<file path="src/rtl/pam4_channel_pkg.sv">
// pam4_channel_pkg: shared definitions for the PAM4 burst-error channel.
//   - gray_to_level / level_to_gray : gray symbol <-> PAM4 level mapping
//                                     (00->0, 01->1, 11->2, 10->3)
//   - thr_fire                      : threshold rule, fires iff {0,rand} < thr
//   - LFSR_TAPS                     : Galois taps for x^32+x^22+x^2+x+1
//   - THR_W                         : width of probability thresholds (0..65536)
//   - ch_state_t                    : Gilbert-Elliott state encoding
package pam4_channel_pkg;

   localparam int unsigned THR_W     = 17;
   localparam logic [31:0] LFSR_TAPS = 32'h8020_0003;

   typedef enum logic {
      ST_GOOD = 1'b0,
      ST_BAD  = 1'b1
   } ch_state_t;

   function automatic logic [1:0] gray_to_level(input logic [1:0] g);
      logic [1:0] lvl;
      case (g)
         2'b00:   lvl = 2'd0;
         2'b01:   lvl = 2'd1;
         2'b11:   lvl = 2'd2;
         default: lvl = 2'd3;
      endcase
      return lvl;
   endfunction

   function automatic logic [1:0] level_to_gray(input logic [1:0] lvl);
      return lvl ^ {1'b0, lvl[1]};
   endfunction

   // Threshold of 0 never fires, 65536 always fires.
   function automatic logic thr_fire(input logic [15:0] rnd,
                                     input logic [THR_W-1:0] thr);
      return ({1'b0, rnd} < thr);
   endfunction

endpackage

</file>
<file path="src/rtl/lfsr32_galois.sv">
// lfsr32_galois: 32-bit right-shifting Galois LFSR (taps LFSR_TAPS).
// Shared with PRBS generator/checker blocks.
// Ports:
//   clk   - clock
//   rstn  - synchronous active-low reset, loads seed (0 replaced by 1)
//   step  - advance by one position this cycle
//   seed  - reset value
//   value - current LFSR contents
module lfsr32_galois
   import pam4_channel_pkg::*;
(
   input  logic        clk,
   input  logic        rstn,
   input  logic        step,
   input  logic [31:0] seed,
   output logic [31:0] value
);

   always_ff @(posedge clk) begin
      if (!rstn) begin
         // An all-zero state would lock the register forever.
         value <= (seed == 32'd0) ? 32'd1 : seed;
      end else if (step) begin
         value <= {1'b0, value[31:1]} ^ (value[0] ? LFSR_TAPS : 32'd0);
      end
   end

endmodule

</file>
<file path="src/rtl/pam4_burst_channel.sv">
// pam4_burst_channel: bursty adjacent-level error channel for gray PAM4
// symbols, sitting between the symbol encoder and decoder.
// A Gilbert-Elliott GOOD/BAD FSM, driven by an internal LFSR, selects the
// per-symbol error probability; errors move the symbol one PAM4 level,
// which is a single-bit flip in gray coding.
//
// Interface: valid-only streaming, no backpressure. A symbol is accepted
// on every clock where valid_in=1; it appears on sym_out exactly one cycle
// later with valid_out=1. With valid_in=0 nothing advances and sym_out
// holds its previous value.
//
// Ports:
//   clk, rstn   - clock, synchronous active-low reset
//   en          - 1: inject errors, 0: transparent (LFSR still advances)
//   sym_in      - gray symbol from the encoder, qualified by valid_in
//   sym_out     - registered, possibly corrupted symbol, qualified by valid_out
//   err_flag    - sym_out differs from the input symbol
//   state_bad   - FSM state (1 = BAD)
//   err_count   - injected error count; only built when
//                 PAM4_CHANNEL_ERR_COUNT_EN is defined, otherwise 0
module pam4_burst_channel
   import pam4_channel_pkg::*;
#(
   parameter logic [31:0]      SEED       = 32'h1,
   parameter logic [THR_W-1:0] P_G2B      = 17'd0,
   parameter logic [THR_W-1:0] P_B2G      = 17'd65536,
   parameter logic [THR_W-1:0] P_ERR_GOOD = 17'd0,
   parameter logic [THR_W-1:0] P_ERR_BAD  = 17'd0
)
(
   input  logic        clk,
   input  logic        rstn,
   input  logic        en,
   input  logic [1:0]  sym_in,
   input  logic        valid_in,
   output logic [1:0]  sym_out,
   output logic        valid_out,
   output logic        err_flag,
   output logic        state_bad,
   output logic [31:0] err_count
);

   logic [31:0]      lfsr_val;
   logic [15:0]      err_rand;
   logic [15:0]      trans_rand;
   logic             dir;
   ch_state_t        state_q;
   ch_state_t        state_d;
   logic [THR_W-1:0] err_thr;
   logic [THR_W-1:0] trans_thr;
   logic             err_fire;
   logic [1:0]       lvl_in;
   logic [1:0]       lvl_new;
   logic [1:0]       sym_new;

   // The LFSR steps once per accepted symbol, independent of en, so the
   // random stream stays aligned with the symbol stream.
   lfsr32_galois u_lfsr (
      .clk   (clk),
      .rstn  (rstn),
      .step  (valid_in),
      .seed  (SEED),
      .value (lfsr_val)
   );

   // All fields come from the pre-step LFSR value.
   assign err_rand   = lfsr_val[15:0];
   assign trans_rand = lfsr_val[31:16];
   assign dir        = lfsr_val[0] ^ lfsr_val[31];

   always_ff @(posedge clk) begin
      if (!rstn) begin
         state_q <= ST_GOOD;
      end else begin
         state_q <= state_d;
      end
   end

   // Error decision uses the current state; the transition takes effect
   // for the next accepted symbol.
   always_comb begin
      state_d   = state_q;
      err_thr   = P_ERR_GOOD;
      trans_thr = P_G2B;
      if (state_q == ST_BAD) begin
         err_thr   = P_ERR_BAD;
         trans_thr = P_B2G;
      end
      err_fire = valid_in && en && thr_fire(err_rand, err_thr);
      if (valid_in && en && thr_fire(trans_rand, trans_thr)) begin
         state_d = (state_q == ST_GOOD) ? ST_BAD : ST_GOOD;
      end
   end

   // Adjacent-level move: edge levels can only move inward.
   always_comb begin
      lvl_in = gray_to_level(sym_in);
      case (lvl_in)
         2'd0:    lvl_new = 2'd1;
         2'd3:    lvl_new = 2'd2;
         default: lvl_new = dir ? (lvl_in + 2'd1) : (lvl_in - 2'd1);
      endcase
      sym_new = err_fire ? level_to_gray(lvl_new) : sym_in;
   end

   always_ff @(posedge clk) begin
      if (!rstn) begin
         sym_out   <= 2'b00;
         valid_out <= 1'b0;
         err_flag  <= 1'b0;
      end else begin
         valid_out <= valid_in;
         err_flag  <= err_fire;
         if (valid_in) begin
            sym_out <= sym_new;
         end
      end
   end

   assign state_bad = (state_q == ST_BAD);

`ifdef PAM4_CHANNEL_ERR_COUNT_EN
   logic [31:0] err_cnt_q;

   // Counts alongside err_flag so err_count and err_flag update together.
   always_ff @(posedge clk) begin
      if (!rstn) begin
         err_cnt_q <= 32'd0;
      end else if (err_fire && (err_cnt_q != 32'hFFFF_FFFF)) begin
         err_cnt_q <= err_cnt_q + 32'd1;
      end
   end

   assign err_count = err_cnt_q;
`else
   assign err_count = 32'd0;
`endif

endmodule

</file>
<file path="config.mk">
export PLATFORM = sky130hd
export DESIGN_NAME = pam4_burst_channel
export DESIGN_NICKNAME = d
export VERILOG_FILES = /design/src/rtl/pam4_channel_pkg.sv /design/src/rtl/lfsr32_galois.sv /design/src/rtl/pam4_burst_channel.sv
export SDC_FILE = /design/constraint.sdc
export NUM_CORES = 1
export LEC_CHECK = 0
export ABC_AREA = 1
export CAP_MARGIN = 20
export CORE_UTILIZATION = 28
export CTS_BUF_LIST = sky130_fd_sc_hd__clkbuf_16
export CTS_CLUSTER_DIAMETER = 60
export CTS_CLUSTER_SIZE = 20
export DETAILED_ROUTE_END_ITERATION = 16
export GPL_TIMING_DRIVEN = 1
export PLACE_DENSITY = 0.88
export SLEW_MARGIN = 20
export SYNTH_ARGS = -nofsm -noshare
export SYNTH_HDL_FRONTEND = slang
export SYNTH_SLANG_ARGS = --single-unit
</file>
<file path="constraint.sdc">
create_clock -name clk -period 1.1 [get_ports clk]
set_clock_uncertainty 0.05 [all_clocks]
set_input_delay 0.11 -clock clk [delete_from_list [all_inputs] [get_ports clk]]
set_output_delay 0.11 -clock clk [all_outputs]
set_load 0.005 [all_outputs]
</file>
==> flow_metrics.tcl, run 1 <==
set metrics [dict create \
    netlist_area_um2 385 \
    grt_antenna_before_repair 0 \
    diodes 0 \
    initialDrtViolationCount 4 \
    hpwl_um 368 \
    synthAdderAreaFrac_pct 0 \
    drtPass1Iterations 2 \
    peakVddDrop_v 0.000421 \
    grt.total_usage_pct 7.48 \
    syn2layout_area_growth_pct 13.3 \
    cp_slowest_cell "dfxtp_1" \
    drc 0 \
    root_buffer "clkbuf_16" \
    fin_crit_ps 941 \
    grt_pass1_wl_um 607 \
    clock-sinks 4 \
    synth-main-ff-cell "dfxtp_1" \
    hold_slack_ps 382 \
    synth_top_family_by_area "buffers and inverters" \
    grt_use_met1_pct 4.44 \
    synth_cell_types 7 \
    vias_per_cell 3.13 \
    grt_max_degree 7 \
    grtUsageMet3_pct 3.47 \
    netlist_top_cells_area "buf_4 (64%), dfxtp_1 (21%), nand2_1 (5.8%), nor2_1 (3.9%), inv_1 (2.9%)" \
    worstHoldPathType "flip-flop to flip-flop" \
    path_delay_family "flip-flops" \
    syn_avg_cell_area_um2 7.41 \
    drtAntennaViolNets 0 \
    gp_congestion 0.486 \
    start_util_pct 30.0 \
    crit_path_end_kind "output pin" \
    rsz0062_at_grt "false" \
    numCtsBuffers 3 \
    rr_endpoint "sym_out[1]" \
    cts_tree "yes" \
    critPathMaxStageDelay_ps 300 \
    power_density_nw_per_um2 1800 \
    numPortBuffers 9 \
    synth_warnings 0 \
    r2r_setup_slack_ps 500 \
    final_layout_size_suffix_gt1_share_pct 4.76 \
    die_w_um 39.1 \
    die_h_um 39.1 \
    ctsLongestPathBuffers 2 \
    fin_nets 71 \
    yosysTopAreaCell "buf_4" \
    synth_mux_area_share_pct 0 \
    critPathRequiredTime_ps 940 \
    ys_ff_latch 4 \
    yosys-top-cells-count "buf_4 (33), nand2_1 (6), dfxtp_1 (4), nor2_1 (4), inv_1 (3)" \
    critical_path_arrival_ps 780 \
    status "completed" \
    p_leak_uw 0.000267 \
    grt_pass1_vias 168 \
    cts.clk_slew.worst_paths_ps 30 \
    slew_viol_final 0 \
    fillers 142 \
    drv_cap 0 \
    worstHoldStart "state_bad" \
    ios 43 \
    synthXorXnorAreaFrac_pct 0 \
    synthSimpleGateAreaFrac_pct 9.74 \
    yosysTopAreaCellShare_pct 64.3 \
    cp_num_buf_inv 1 \
    r2r.worst_path.cells 2 \
    placementRows 13 \
    gr-total-overflow 0 \
    worstSkewPairLatency_ps 220 \
    wl_per_cell_um 6.13 \
    h-tree-depth 1 \
    yosysMostFrequentCell "buf_4" \
    num_vias 244 \
    min_delay_path_depth 2 \
    synth_edf_count 0 \
    async_flop_share_pct 0 \
    core_um2 1280 \
    finalHoldViolCount 0 \
    synth_cells 52 \
    die_area_um2 1530 \
    max_freq_mhz 1060 \
    synth-compound-area-share_pct 1.30 \
    r2r_start "sym_out[1]" \
    wl_um 478 \
    worstPathCellList "dlygate4sd2_1" \
    grt.busiest_layer "met4" \
    critPathLaunch "state_bad" \
    postCtsSetupRepairBufs 0 \
    utilization_pct 34.0 \
    whs_endpoint "state_bad" \
    setup_viol 0 \
    synth-seq-area-share_pct 20.8 \
    final.period_utilization_pct 85.5 \
    start_kind "flip-flop" \
    crit_fanout 2 \
    post_cts_resized 4 \
    cts_hold_buf 0 \
    criticalPathCategory "flip-flop to output pin" \
    gr-usage-met2_pct 10.8 \
    fin_tns_setup_ps 0 \
]
==> cell families (layout without fill, tap and decap cells) <==
group | count (synthesis) | in the layout
buffers and inverters | 36 | 15
and+or+nand+nor | 10 | 10
DFF | 4 | 4
other | 1 | 33
AOI/OAI and AO/OA | 1 | 1
==> through the flow <==
| step | worst slack [ps] | power (uW) | area, um2 | std cells |
|---|---|---|---|---|
| 6_report | 159 | 788 | 437 | 78 |
| 5_1_grt | 128 | 816 | 437 | 78 |
| 4_1_cts | 153 | 792 | 437 | 78 |
| 3_5_place_dp | 54.9 | 229 | 367 | 75 |
| 3_3_place_gp | 82.7 | 228 | 367 | 75 |
| 2_1_floorplan | 507 | 278 | 505 | 84 |
==> area by class of cell <==
| class | instances | area [um2] | share of cell area (%) |
|---|---|---|---|
| tap | 15 | 18.8 | 4.30 |
| sequential | 4 | 80.1 | 18.3 |
| clock buffer | 3 | 75.1 | 17.2 |
| multi-input combinational | 44 | 166 | 38.1 |
| inverter | 3 | 11.3 | 2.58 |
| timing repair buffer | 9 | 85.1 | 19.5 |
==> worst min-delay path, stage by stage (launching register included) <==
cell     delay (ps)
dfxtp_1         300
nand2_1          50
a21oi_1          30
==> registers in the layout (all words and copies together) (netlist names) <==
name / cells
valid_out: 1
state_bad: 1
sym_out: 2
==> worst max path at each step <==
stage | endpoint | slack [ps] | cells after the start
6_report | state_bad | 160 | 1
5_1_grt | sym_out[0] | 130 | 1
4_1_cts | state_bad | 150 | 1
3_5_place_dp | sym_out[1] | 50 | 4
3_3_place_gp | sym_out[0] | 80 | 4
2_1_floorplan | sym_out[1] | 510 | 2
==> where the power goes <==
group,switching [uW],internal (uW),leakage (uW)
clock network,99.2,464,0.0000370
logic,42.1,26.7,0.000197
registers,2.58,153,0.0000330
==> metal layers <==
layer  wire (um)  up-vias
met3          70        4
li1            -      110
met2         228       27
met1         143      103
met5           0        -
met4          36        0
==> cells in the final DEF (no fill, tap or decap), drive strengths merged <==
cell,n
dlygate4sd2,4
a21oi,1
conb,33
nor2,4
nand2,6
clkdlybuf4s50,5
dfxtp,4
inv,3
clkbuf,3
No activity file was read; power rests on OpenSTA's default activity.
==> inputs of run 2 (changes only) <==
--- a/config.mk
+++ b/config.mk
@@ -18,3 +18,4 @@
 export SYNTH_ARGS = -nofsm -noshare
 export SYNTH_HDL_FRONTEND = slang
 export SYNTH_SLANG_ARGS = --single-unit
+export TNS_END_PERCENT = 20
==> results of run 2 <==
The final DEF is identical to that of run 1; final timing and power are the same.
